File: config.mk
export PLATFORM = sky130hd
export DESIGN_NAME = jc_seq_ctrl
export DESIGN_NICKNAME = d
export VERILOG_FILES = /design/src/rtl/jc_pkg.sv /design/src/rtl/jc_core.sv /design/src/rtl/jc_seq_ctrl.sv
export SDC_FILE = /design/constraint.sdc
export NUM_CORES = 1
export LEC_CHECK = 0
export ABC_CLOCK_PERIOD_IN_PS = 2150
export CORE_MARGIN = 8
export CORE_UTILIZATION = 45
export CTS_BUF_LIST = sky130_fd_sc_hd__clkbuf_4 sky130_fd_sc_hd__clkbuf_8
export DETAILED_ROUTE_END_ITERATION = 10
export GPL_TIMING_DRIVEN = 0
export PLACE_DENSITY_LB_ADDON = 0.12
export SKIP_CTS_REPAIR_TIMING = 1
export SLEW_MARGIN = 30
export SYNTH_ARGS = -nofsm -noshare
export SYNTH_HDL_FRONTEND = slang
export SYNTH_SLANG_ARGS = --single-unit
export TNS_END_PERCENT = 1
File: constraint.sdc
create_clock -name clk -period 2.15 [get_ports clk]
set_input_delay 0.43 -clock clk [delete_from_list [all_inputs] [get_ports clk]]
set_output_delay 0.43 -clock clk [all_outputs]
set_load 0.02 [all_outputs]
File: src/rtl/jc_pkg.sv
// Shared types and constants for the Johnson-counter sequencer.
// Latency: none (declarations only).
// Backpressure: none (declarations only).
package jc_pkg;

  typedef enum logic [1:0] {
    IDLE = 2'd0,
    RUN  = 2'd1,
    DONE = 2'd2
  } state_t;

  localparam logic FWD = 1'b0;
  localparam logic REV = 1'b1;

  localparam int DEFAULT_WIDTH = 4;
  localparam int DEFAULT_STEPW = 8;

endpackage

File: src/rtl/jc_core.sv
// Johnson counter with a phase index that tracks the position in the 2*WIDTH cycle.
// Latency: count/phase move one position on the edge where step_en is high.
// Backpressure: none; step_en low simply holds the current position.
module jc_core
  import jc_pkg::*;
#(
  parameter int WIDTH = DEFAULT_WIDTH,
  parameter int PW    = $clog2(2 * WIDTH)
) (
  input  logic             clk,
  input  logic             rst,
  input  logic             step_en,
  input  logic             dir,
  output logic [WIDTH-1:0] count,
  output logic [PW-1:0]    phase
);

  localparam logic [PW-1:0] PHASE_LAST = PW'(2 * WIDTH - 1);

  logic [WIDTH-1:0] count_q, count_d;
  logic [PW-1:0]    phase_q, phase_d;

  // Next position: forward shifts the inverted MSB in at the bottom, reverse undoes it.
  always_comb begin
    count_d = count_q;
    phase_d = phase_q;
    if (step_en) begin
      if (dir == FWD) begin
        count_d = {count_q[WIDTH-2:0], ~count_q[WIDTH-1]};
        phase_d = (phase_q == PHASE_LAST) ? '0 : phase_q + 1'b1;
      end else begin
        count_d = {~count_q[0], count_q[WIDTH-1:1]};
        phase_d = (phase_q == '0) ? PHASE_LAST : phase_q - 1'b1;
      end
    end
  end

  // Position registers; reset parks the counter at all-zeros, phase 0.
  always_ff @(posedge clk) begin
    if (rst) begin
      count_q <= '0;
      phase_q <= '0;
    end else begin
      count_q <= count_d;
      phase_q <= phase_d;
    end
  end

  assign count = count_q;
  assign phase = phase_q;

endmodule

File: src/rtl/jc_seq_ctrl.sv
// Runs N-step Johnson-counter commands with pause/abort and a one-cycle done pulse.
// Latency: N-step command accepted at edge 0 steps at edges 1..N, done after N, ready after N+1.
// Backpressure: cmd_ready is low outside IDLE; pause stalls stepping indefinitely.
module jc_seq_ctrl
  import jc_pkg::*;
#(
  parameter int WIDTH = DEFAULT_WIDTH,
  parameter int STEPW = DEFAULT_STEPW
) (
  input  logic                          clk,
  input  logic                          rst,
  input  logic                          cmd_valid,
  output logic                          cmd_ready,
  input  logic [STEPW-1:0]              cmd_steps,
  input  logic                          cmd_dir,
  input  logic                          pause,
  input  logic                          abort,
  output logic [WIDTH-1:0]              count,
  output logic [$clog2(2*WIDTH)-1:0]    phase,
  output logic [STEPW-1:0]              steps_left,
  output logic                          busy,
  output logic                          done,
  output logic                          aborted
);

  localparam int PW = $clog2(2 * WIDTH);

  state_t           state_q, state_d;
  logic [STEPW-1:0] steps_left_q, steps_left_d;
  logic             dir_q, dir_d;
  logic             busy_q, busy_d;
  logic             done_q, done_d;
  logic             aborted_q, aborted_d;
  logic             step_en;

  // Abort wins over pause, and both only matter while a command is running.
  assign step_en   = (state_q == RUN) && !abort && !pause;
  assign cmd_ready = (state_q == IDLE);

  // Next-state, step bookkeeping and registered status flags.
  always_comb begin
    state_d      = state_q;
    steps_left_d = steps_left_q;
    dir_d        = dir_q;
    aborted_d    = 1'b0;
    case (state_q)
      IDLE: begin
        if (cmd_valid) begin
          dir_d        = cmd_dir;
          steps_left_d = cmd_steps;
          state_d      = (cmd_steps == '0) ? DONE : RUN;
        end
      end
      RUN: begin
        if (abort) begin
          state_d   = DONE;
          aborted_d = 1'b1;
        end else if (!pause) begin
          steps_left_d = steps_left_q - 1'b1;
          if (steps_left_q == STEPW'(1)) begin
            state_d = DONE;
          end
        end
      end
      DONE: begin
        state_d = IDLE;
      end
      default: begin
        state_d = IDLE;
      end
    endcase
    busy_d = (state_d == RUN);
    done_d = (state_d == DONE);
  end

  // Controller state; reset drops any command in flight without a done pulse.
  always_ff @(posedge clk) begin
    if (rst) begin
      state_q      <= IDLE;
      steps_left_q <= '0;
      dir_q        <= FWD;
      busy_q       <= 1'b0;
      done_q       <= 1'b0;
      aborted_q    <= 1'b0;
    end else begin
      state_q      <= state_d;
      steps_left_q <= steps_left_d;
      dir_q        <= dir_d;
      busy_q       <= busy_d;
      done_q       <= done_d;
      aborted_q    <= aborted_d;
    end
  end

  assign steps_left = steps_left_q;
  assign busy       = busy_q;
  assign done       = done_q;
  assign aborted    = aborted_q;

  jc_core #(
    .WIDTH (WIDTH),
    .PW    (PW)
  ) u_core (
    .clk     (clk),
    .rst     (rst),
    .step_en (step_en),
    .dir     (dir_q),
    .count   (count),
    .phase   (phase)
  );

endmodule

==> run summary <==
total CTS buffers: 3
CP bufs+invs: 2
Crit path max-delay family: buffers and inverters
Max Used Layer: met4
Hold Vio Cnt, Final: 0
Synth area leaders: dfxtp_1, ha_1, a21oi_1, a211oi_1, mux2i_1
clock skew: 0.00656 ns
unrepaired setup endpoints after global routing: no
Syn Inst Count: 136
Filler cells: 250
starting density of the core: 0.473
internal power: 0.632 mW
fin crit share: 0.906
synth unique cells: 37
worst IR drop on VDD: 388 uV
Final ANT Viol Nets: 0
Syn Nets: 156
Synth warnings: 0
Num Clock Sinks: 21
top post-synthesis cells by count: dfxtp_1, a21oi_1, nor2_1
Finished Cell Area: 0.00156 sq mm
Clk network pwr share: 0.225
Slew headroom: 0.637
Cell Pwr Density: 590 mW/mm^2
Worst Setup End Kind: output pin
slowest stage cell, crit path: clkdlybuf4s50_1
wl on met1: 1320 microns
reg-to-reg slack, setup: 0.38 ns
synthesis-to-layout area growth: 33.1%
P_sw: 0.289 mW
post-synth top area share: 0.359
routed len/inst: 15.3 microns
largest net degree at the start of global routing: 12
H-tree depth: 1
worst hold path type: flip-flop to flip-flop
post-route minimum period: 1.95 ns
vias post-DR: 1113
hpwl dp: 2360 microns
layout cells sized above 1: 0.0698
Fmax achieved: 513 MHz
area of the multi-input gates: 689 sq um
Setup TNS: 0 ns
cell taking the most area after synthesis: dfxtp_1
worst skew pair latency: 0.30 ns
TritonCTS clock tree: built
global-route wire length before repair: 5110 microns
max cap viols: 0
final setup violation count: 0
Post-Route WL: 3080 microns
crit path cell chain: clkbuf_8 -> nor2_1 -> clkdlybuf4s50_1
routed wl met2: 1530 microns
register area share after synthesis: 0.359
Worst Path Max Fanout: 10
top_reg_cell synth: dfxtp_1
Flop pwr share: 0.482
Reg clk slew, reported paths: 0.12 ns
WL met3: 181 microns
Die ar.: 0.00449 sq mm
sequential cell area: 420 sq um
synthesis-stage register bit count: 21
initial antenna violation count: 0
Post-synth EDFFs: 0
DIE WIDTH: 67.0 microns
DRT iter0 DRCs: 44
core box area: 0.00248 sq mm
row cnt: 18
syn avg cell area: 8.62 sq um
Post-DP Area: 0.00153 sq mm
IO Count: 33
CP arrival: 1.52 ns
GR Overflow Total: 0
fin nets: 193
Max Buffers Root-to-Sink: 2
worst hold slack: 0.530 ns
DR vias/cell: 5.51
total power after layout: 0.921 mW
GP Congestion: 0.833
Die Ht: 67.0 microns
crit path launch type: flip-flop
CP max stage delay: 0.62 ns
asr flop ratio synth: 0
count leader, synth: dfxtp_1
status: finished, final reports clean
diode count: 0
port bufs: 32
DRC viols: 0
combinational power share: 0.293
CP Data Required Time: 1.72 ns
GRT Overall Usage: 0.144
synthesized cell area: 0.00117 sq mm
final max-slew violation count: 0
switching share of power: 0.314
Slew @ Worst Pin: 0.544 ns
leakage: 0.538 nW
crit path kind: flip-flop to output pin
CTS Root Cell: clkbuf_4
first-pass iteration count of the detailed router: 6
number of global-route vias before repair: 1160
==> worst paths after layout <==
kind                                     from            end  depth (start not counted)
worst max-delay path               state_q[1]      cmd_ready                          3
worst min-delay path            steps_left[1]  steps_left[1]                          2
worst max register to register  steps_left[0]  steps_left[7]                          4
worst min register to register  steps_left[1]  steps_left[1]                          2
==> sequential cells by signal (all words and copies together), names as in the netlist <==
register      cells
steps_left        8
u_core.count      4
u_core.phase      3
state_q           2
aborted           1
busy              1
dir_q             1
done              1
==> logic make-up (layout without fill, tap and decap cells) <==
group,after synthesis,in the layout,share of synthesized area
DFF,21,21,0.359
AOI/OAI and AO/OA,40,40,0.219
xor gates and xnor gates,1,1,0.00747
adders and majority gates,6,6,0.0640
buffers and inverters,11,47,0.0534
and+or+nand+nor,52,52,0.255
muxes,5,5,0.0427
==> routing by layer <==
metal,track usage,up-vias
li1,-,571
met1,0.162,510
met2,0.253,28
met3,0.0302,4
met4,0.0627,0
met5,0,-
==> final cells by class <==
class | count | share of cell area
Multi-Input combinational cell | 104 | 0.442
Sequential cell | 21 | 0.269
Timing Repair Buffer | 32 | 0.205
Buffer | 6 | 0.0281
Tap cell | 30 | 0.0241
Clock buffer | 4 | 0.0192
Inverter | 5 | 0.0120
==> power groups by stage <==
stage | registers, mW | clock network, mW | logic [mW]
2_1_floorplan | 0.473 | 0 | 0.137
3_3_place_gp | 0.451 | 0 | 0.266
3_5_place_dp | 0.453 | 0 | 0.270
4_1_cts | 0.444 | 0.214 | 0.271
5_1_grt | 0.449 | 0.229 | 0.291
6_report | 0.444 | 0.208 | 0.270
==> metrics by stage <==
step | std cells | utilization | setup slack, ns
after floorplan | 136 | - | 0.456
after global placement | 198 | 0.618 | 0.220
after detailed placement | 198 | 0.618 | 0.161
after CTS | 202 | 0.630 | 0.178
after global routing | 202 | 0.630 | 0.0784
final | 202 | 0.630 | 0.201
==> worst reg2reg max path: cells and delay by family (launching register included) <==
kind,cells,cell delay (ns)
and+or+nand+nor,2,1.01
DFF,1,0.38
AOI/OAI and AO/OA,2,0.28
==> cells in the final DEF (no fill, tap or decap), types with 2 or more instances in the layout <==
master and n:
mux2i_1 5, a211oi_1 8, nor3b_1 5, ha_1 6, dfxtp_1 21, clkbuf_8 2
nand2b_1 5, a22oi_1 2, clkbuf_1 3, inv_1 5, and2_1 2, a21oi_1 13
nor2b_1 3, nand2_1 7, nor4_1 3, o21ai_0 9, clkdlybuf4s50_1 32, nor2_1 13
o32ai_1 2, nor3_1 4, clkbuf_4 4
Power figures use the tool's default switching activity.
